$ cat config.mk
export PLATFORM = sky130hd
export DESIGN_NAME = ram_port_arbiter_flat
export DESIGN_NICKNAME = d
export VERILOG_FILES = /design/src/rtl/ram_port_arbiter_if.sv /design/src/rtl/ram_port_arbiter.sv /design/src/flat_wrapper.sv
export SDC_FILE = /design/constraint.sdc
export NUM_CORES = 1
export LEC_CHECK = 0
export CORE_MARGIN = 2
export CORE_UTILIZATION = 38
export CTS_CLUSTER_SIZE = 24
export DETAILED_ROUTE_END_ITERATION = 7
export GPL_ROUTABILITY_DRIVEN = 0
export PLACE_DENSITY = 0.76
export RECOVER_POWER = 50
export SYNTH_ARGS = -nofsm -noshare
export SYNTH_HDL_FRONTEND = slang
export SYNTH_SLANG_ARGS = --single-unit
$ cat constraint.sdc
create_clock -name clk -period 1.2 [get_ports clk]
set_input_delay 0.18 -clock clk [delete_from_list [all_inputs] [get_ports clk]]
set_output_delay 0.18 -clock clk [all_outputs]
set_load 0.01 [all_outputs]
$ cat src/rtl/ram_port_arbiter_if.sv
// Requester-side and RAM port A bundle for ram_port_arbiter.
// slave = arbiter side, master = requesters + RAM side.
interface ram_port_arbiter_if #(
  parameter int DATA_WIDTH = 16,
  parameter int ADDR_WIDTH = 10
);
  logic                  req0, req1;
  logic                  we0, we1;
  logic [ADDR_WIDTH-1:0] addr0, addr1;
  logic [DATA_WIDTH-1:0] wdata0, wdata1;
  logic                  gnt0, gnt1;
  logic                  rvalid0, rvalid1;
  logic [DATA_WIDTH-1:0] rdata0, rdata1;
  logic                  err0, err1;
  logic [ADDR_WIDTH-1:0] ram_addr;
  logic [DATA_WIDTH-1:0] ram_data;
  logic                  ram_we;
  logic [DATA_WIDTH-1:0] ram_q;
  logic                  busy;

  modport slave (
    input  req0, req1, we0, we1, addr0, addr1, wdata0, wdata1, ram_q,
    output gnt0, gnt1, rvalid0, rvalid1, rdata0, rdata1, err0, err1,
           ram_addr, ram_data, ram_we, busy
  );

  modport master (
    output req0, req1, we0, we1, addr0, addr1, wdata0, wdata1, ram_q,
    input  gnt0, gnt1, rvalid0, rvalid1, rdata0, rdata1, err0, err1,
           ram_addr, ram_data, ram_we, busy
  );
endinterface

$ cat src/rtl/ram_port_arbiter.sv
// Round-robin arbiter sharing RAM port A between two requesters, one access at a time.
// Optional RAM_ARB_BOUNDS_CHECK_EN rejects upper-bank addresses with gnt+err.
module ram_port_arbiter #(
  parameter int DATA_WIDTH = 16,
  parameter int ADDR_WIDTH = 10
) (
  input logic              clk,
  input logic              reset,
  ram_port_arbiter_if.slave bus
);
  typedef enum logic [1:0] {IDLE, ACCESS, RDWAIT} state_t;

  state_t                      state;
  logic                        last_gnt;
  logic                        owner;
  logic [1:0]                  gnt, err, rvalid;
  logic [1:0][DATA_WIDTH-1:0]  rdata;
  logic [ADDR_WIDTH-1:0]       ram_addr;
  logic [DATA_WIDTH-1:0]       ram_data;
  logic                        ram_we;
  logic                        busy;
  logic                        rd_pend;
  logic [DATA_WIDTH-1:0]       rd_hold;

  logic                        sel_ok, sel, sel_we, oob;
  logic [ADDR_WIDTH-1:0]       sel_addr;
  logic [DATA_WIDTH-1:0]       sel_wdata;

  // Tie goes to whoever was not granted last.
  always_comb begin
    sel_ok = 1'b0;
    sel    = 1'b0;
    if (bus.req0 && bus.req1) begin
      sel_ok = 1'b1;
      sel    = ~last_gnt;
    end else if (bus.req0 || bus.req1) begin
      sel_ok = 1'b1;
      sel    = bus.req1;
    end
  end

  assign sel_we    = sel ? bus.we1    : bus.we0;
  assign sel_addr  = sel ? bus.addr1  : bus.addr0;
  assign sel_wdata = sel ? bus.wdata1 : bus.wdata0;

`ifdef RAM_ARB_BOUNDS_CHECK_EN
  assign oob = sel_addr[ADDR_WIDTH-1];
`else
  assign oob = 1'b0;
`endif

  always_ff @(posedge clk) begin
    if (!reset) begin
      state    <= IDLE;
      last_gnt <= 1'b1;
      owner    <= 1'b0;
      gnt      <= '0;
      err      <= '0;
      rvalid   <= '0;
      rdata    <= '0;
      ram_addr <= '0;
      ram_data <= '0;
      ram_we   <= 1'b0;
      busy     <= 1'b0;
      rd_pend  <= 1'b0;
      rd_hold  <= '0;
    end else begin
      gnt     <= '0;
      err     <= '0;
      rvalid  <= '0;
      ram_we  <= 1'b0;
      rd_pend <= 1'b0;
      // Read data is staged one cycle past RDWAIT; owner is still the old value here.
      if (rd_pend) begin
        rvalid[owner] <= 1'b1;
        rdata[owner]  <= rd_hold;
      end
      case (state)
        IDLE: begin
          if (sel_ok) begin
            last_gnt   <= sel;
            gnt[sel]   <= 1'b1;
            if (oob) begin
              err[sel] <= 1'b1;
            end else begin
              owner    <= sel;
              ram_addr <= sel_addr;
              ram_data <= sel_wdata;
              ram_we   <= sel_we;
              busy     <= 1'b1;
              state    <= ACCESS;
            end
          end
        end
        ACCESS: begin
          if (ram_we) begin
            busy  <= 1'b0;
            state <= IDLE;
          end else begin
            state <= RDWAIT;
          end
        end
        RDWAIT: begin
          rd_hold <= bus.ram_q;
          rd_pend <= 1'b1;
          busy    <= 1'b0;
          state   <= IDLE;
        end
        default: begin
          busy  <= 1'b0;
          state <= IDLE;
        end
      endcase
    end
  end

  assign bus.gnt0     = gnt[0];
  assign bus.gnt1     = gnt[1];
  assign bus.err0     = err[0];
  assign bus.err1     = err[1];
  assign bus.rvalid0  = rvalid[0];
  assign bus.rvalid1  = rvalid[1];
  assign bus.rdata0   = rdata[0];
  assign bus.rdata1   = rdata[1];
  assign bus.ram_addr = ram_addr;
  assign bus.ram_data = ram_data;
  assign bus.ram_we   = ram_we;
  assign bus.busy     = busy;
endmodule

$ cat src/flat_wrapper.sv
// flat-port wrapper written by rule: the top's interface ports become plain ports
module ram_port_arbiter_flat 
#(
  parameter int DATA_WIDTH = 16,
  parameter int ADDR_WIDTH = 10
)
  (clk, reset, bus_req0, bus_req1, bus_we0, bus_we1, bus_addr0, bus_addr1, bus_wdata0, bus_wdata1, bus_ram_q, bus_gnt0, bus_gnt1, bus_rvalid0, bus_rvalid1, bus_rdata0, bus_rdata1, bus_err0, bus_err1, bus_ram_addr, bus_ram_data, bus_ram_we, bus_busy);
  ram_port_arbiter_if #(.DATA_WIDTH(DATA_WIDTH), .ADDR_WIDTH(ADDR_WIDTH)) bus_i ();
  input logic clk;
  input logic reset;
  input wire logic [$bits(bus_i.req0)-1:0] bus_req0;
  input wire logic [$bits(bus_i.req1)-1:0] bus_req1;
  input wire logic [$bits(bus_i.we0)-1:0] bus_we0;
  input wire logic [$bits(bus_i.we1)-1:0] bus_we1;
  input wire logic [$bits(bus_i.addr0)-1:0] bus_addr0;
  input wire logic [$bits(bus_i.addr1)-1:0] bus_addr1;
  input wire logic [$bits(bus_i.wdata0)-1:0] bus_wdata0;
  input wire logic [$bits(bus_i.wdata1)-1:0] bus_wdata1;
  input wire logic [$bits(bus_i.ram_q)-1:0] bus_ram_q;
  output wire logic [$bits(bus_i.gnt0)-1:0] bus_gnt0;
  output wire logic [$bits(bus_i.gnt1)-1:0] bus_gnt1;
  output wire logic [$bits(bus_i.rvalid0)-1:0] bus_rvalid0;
  output wire logic [$bits(bus_i.rvalid1)-1:0] bus_rvalid1;
  output wire logic [$bits(bus_i.rdata0)-1:0] bus_rdata0;
  output wire logic [$bits(bus_i.rdata1)-1:0] bus_rdata1;
  output wire logic [$bits(bus_i.err0)-1:0] bus_err0;
  output wire logic [$bits(bus_i.err1)-1:0] bus_err1;
  output wire logic [$bits(bus_i.ram_addr)-1:0] bus_ram_addr;
  output wire logic [$bits(bus_i.ram_data)-1:0] bus_ram_data;
  output wire logic [$bits(bus_i.ram_we)-1:0] bus_ram_we;
  output wire logic [$bits(bus_i.busy)-1:0] bus_busy;
  assign bus_i.req0 = bus_req0;
  assign bus_i.req1 = bus_req1;
  assign bus_i.we0 = bus_we0;
  assign bus_i.we1 = bus_we1;
  assign bus_i.addr0 = bus_addr0;
  assign bus_i.addr1 = bus_addr1;
  assign bus_i.wdata0 = bus_wdata0;
  assign bus_i.wdata1 = bus_wdata1;
  assign bus_i.ram_q = bus_ram_q;
  assign bus_gnt0 = bus_i.gnt0;
  assign bus_gnt1 = bus_i.gnt1;
  assign bus_rvalid0 = bus_i.rvalid0;
  assign bus_rvalid1 = bus_i.rvalid1;
  assign bus_rdata0 = bus_i.rdata0;
  assign bus_rdata1 = bus_i.rdata1;
  assign bus_err0 = bus_i.err0;
  assign bus_err1 = bus_i.err1;
  assign bus_ram_addr = bus_i.ram_addr;
  assign bus_ram_data = bus_i.ram_data;
  assign bus_ram_we = bus_i.ram_we;
  assign bus_busy = bus_i.busy;
  ram_port_arbiter #(.DATA_WIDTH(DATA_WIDTH), .ADDR_WIDTH(ADDR_WIDTH)) u_core (.clk(clk), .reset(reset), .bus(bus_i));
endmodule
==> impl_results.md <==
- DR DRC count: 0
- Post-Synthesis Cells: 400
- Pwr Density: between 1000 and 1500 nW/um^2
- Total CTS buffers: 9
- Hold path startpoint: bus_we0
- Largest family of logic cells by synthesized area: compound AO/OA/AOI/OAI gates
- Synth top cells by count: 151 x nand2_1, 85 x dfxtp_1, 76 x a21oi_1, 20 x clkbuf_1, 19 x a311oi_2
- Worst Hold End: u_core.bus.ram_we
- Synth Area in Compound Gates: about a quarter
- Min Hold Slack: between 0.3 and 0.4 ns
- Startpoint Class: flop
- Root Buffer: clkbuf_8
- Synth Area in Simple Gates: just under 20%
- Storage cell area: around 1700 sq um
- Data required, critical path: approximately 1.5 ns
- I/O pin cnt: 140
- Core area: between 8000 and 9000 sq um
- WP data arrival: 1.46 ns
- CP max FO: 7
- Avg Inst Size Synth: about 8.3 sq um
- Yosys warns: 0
- Final worst slack: -0.00613 ns
- Starting density of the core: 38.8%
- VDD IR max: approximately 0.66 mV
- Synth top area share: 51.0%
- # rows: 34
- Reg2Reg Depth: 5
- R2r endpoint: u_core.bus.ram_data[4]
- Worst Skew: approximately 0.0095 ns
- Ys async rst share: 0%
- Area Growth Syn to Fin: 56.7%
- Ranking of synthesized cells by area: dfxtp_1 51%, nand2_1 17%, a21oi_1 11%
- Multi-input gate area: ~1500 sq um
- CTS tree: built
- Synth Area in Adders: 0%
- CTS Sinks: 85
- Die H: just under 100 um
- Post-synthesis mux area share: 0%
- Slew margin rel.: between 60 and 70%
- Layout cells sized above 1: between 10% and 20%
- Detailed Route Iter0 Violations: just over 90
- Tcrit/Tclk final: 101%
- Initial antenna violation count: 0
- Vias in the first global route: between 3000 and 4000
- Slew Viols, Final: 0
- Outcome: finished with violations
- CP endpoint kind: flop
- Routed len/inst: ~14 um
- Slew at the pin closest to its max-slew limit: around 0.5 ns
- Unrepaired setup endpoints after global routing: yes
- #FFs+latches synth: 85
- GRT Overall Usage: about a fifth
- Post-synthesis sequential area ratio: around half
- Largest net degree at the start of global routing: 52
- Chip Width: about 100 um
- Fin crit period: ~1.2 ns
- Clk slew on worst S/H paths: 0.08 ns
- Fmax: 0.829 GHz
- First-pass GRT wire length: approximately 15 mm
- Synth Flop Type: dfxtp_1
- Synth unique cells: 25
- Worst r2r src: u_core.last_gnt
- Diode count: 0
- Vias per cell: around 5.1
- Vias: 3337
- Final hold viol count: 0
- Worst Hold Class: in -> reg
- Final #Nets: 619
- Post-DRT Antenna Nets: 0
- IO buf count: around 140
- Die area: around 9500 sq um
- Final wirelength: about 9.5 mm
- EDFF count, synth: 0
- Critical setup path kind: reg -> reg
- XOR/XNOR Fraction of Synth Area: 0%
- Register-to-register setup slack: -0.006 ns
- Post-Place Setup Slack: -0.419 ns
- Lkg Pwr: between 2 and 2.5 nW
- Fillers: 750
- Mapped cell area: about 3300 sq um
- Violated checks: negative setup slack
- Final setup fails: 4
- Yosys top cell by area: dfxtp_1
- Worst skew pair latency: approximately 0.34 ns
- Top-count cell post-synth: nand2_1
- Hold depth: 3
- Clock buffer depth: 2
- H-tree levels: 3
- Utilization after layout: around 61%
- Detailed Routing Iterations Pass 1: 4
- Max-cap check violation count: 0
- Hpwl dp: around 6.4 mm
- Grt total ovfl: 0
==> layout make-up <==
type                       count  share of cell area [%]
clock buffer                  12                    2.59
tap                          108                    2.59
sequential                    85                    32.7
inverter                       2                   0.144
clock inverter                 4                   0.479
timing repair buffer         170                    32.6
multi-input combinational    277                    28.8
==> worst max-delay path, stage by stage (launching register included) <==
cell       delay, ns
dfxtp_4         0.37
a21boi_4        0.18
buf_6           0.14
clkbuf_16       0.15
nand2_1         0.07
a311oi_2        0.22
==> layout by cell type (no fill, tap or decap), types with 2 or more instances in the layout <==
cell             instances
nand2_1                147
dfxtp_1                 81
a21oi_1                 76
clkdlybuf4s50_1         71
dlygate4sd2_1           61
a311oi_2                22
buf_4                   14
clkbuf_8                 9
buf_12                   8
buf_6                    6
clkdlybuf4s15_1          5
a311oi_1                 4
nand2_2                  3
nor2_1                   3
clkbuf_1                 3
dfxtp_2                  3
a21bo_2                  2
and2_1                   2
nand2b_1                 2
conb_1                   2
clkinv_2                 2
clkinvlp_4               2
clkbuf_16                2
==> registers in the layout, indices dropped and copies added (netlist names) <==
name / count
u_core.rd_hold: 16
u_core.bus.ram_data: 16
u_core.bus.rdata1: 16
u_core.owner: 1
u_core.state: 2
u_core.bus.ram_addr: 10
u_core.last_gnt: 1
u_core.rvalid: 2
u_core.bus.busy: 1
u_core.rd_pend: 1
u_core.bus.rdata0: 16
u_core.gnt: 2
u_core.bus.ram_we: 1
==> what timing repair did <==
action,in CTS,in global routing
hold buffers,0,0
pin swaps,0,28
gates cloned,1,3
endpoints found under the setup margin,88,50
setup buffers,6,1
resized for setup,78,24
==> through the flow <==
| stage | setup TNS (ns) | power, mW | cell area, sq um | std cells |
|---|---|---|---|---|
| global placement | -10.96 | 4.33 | 4940 | 632 |
| floorplan | 0 | 3.70 | 3340 | 401 |
| detailed placement | -13.55 | 4.36 | 4940 | 632 |
| global route | -0.481 | 6.35 | 5220 | 658 |
| CTS | -0.0218 | 6.05 | 5140 | 655 |
| finish | -0.0145 | 6.07 | 5220 | 658 |
==> per-layer routing <==
layer	track usage [%]	part of all wire, %	vias up	wire length [um]
met2	33.3	50	130	4750
li1	-	-	1632	-
met3	5.68	8.1	9	771
met5	0	0	-	0
met1	22.7	41	1566	3900
met4	4.17	0.80	0	76
==> worst max-delay path by stage <==
| stage | slack (ns) | endpoint | cells after the start | start |
|---|---|---|---|---|
| after CTS | -0.007 | u_core.bus.ram_addr[4] | 6 | u_core.last_gnt |
| after floorplan | 0.02 | u_core.bus.ram_addr[9] | 6 | bus_req1 |
| after global routing | -0.04 | u_core.bus.ram_data[8] | 5 | u_core.last_gnt |
| final | -0.006 | u_core.bus.ram_data[4] | 5 | u_core.last_gnt |
| after detailed placement | -0.42 | u_core.bus.ram_addr[7] | 5 | bus_req1 |
| after global placement | -0.35 | u_core.bus.ram_addr[7] | 5 | bus_req1 |
==> report_power, final <==
part	leakage [nW]	internal [mW]	switching [mW]	total (mW)
clock network	0.0764	0.749	0.971	1.72
logic	1.38	0.691	0.595	1.29
registers	0.695	2.97	0.0952	3.07
==> cell families (layout without fill, tap and decap cells) <==
logic type	count (synthesis)	after routing
AOI/OAI and AO/OA	108	108
other	1	2
DFF	85	85
buffers and inverters	39	188
and+or+nand+nor	167	167
Note: power is estimated with default switching activity, not from simulation.
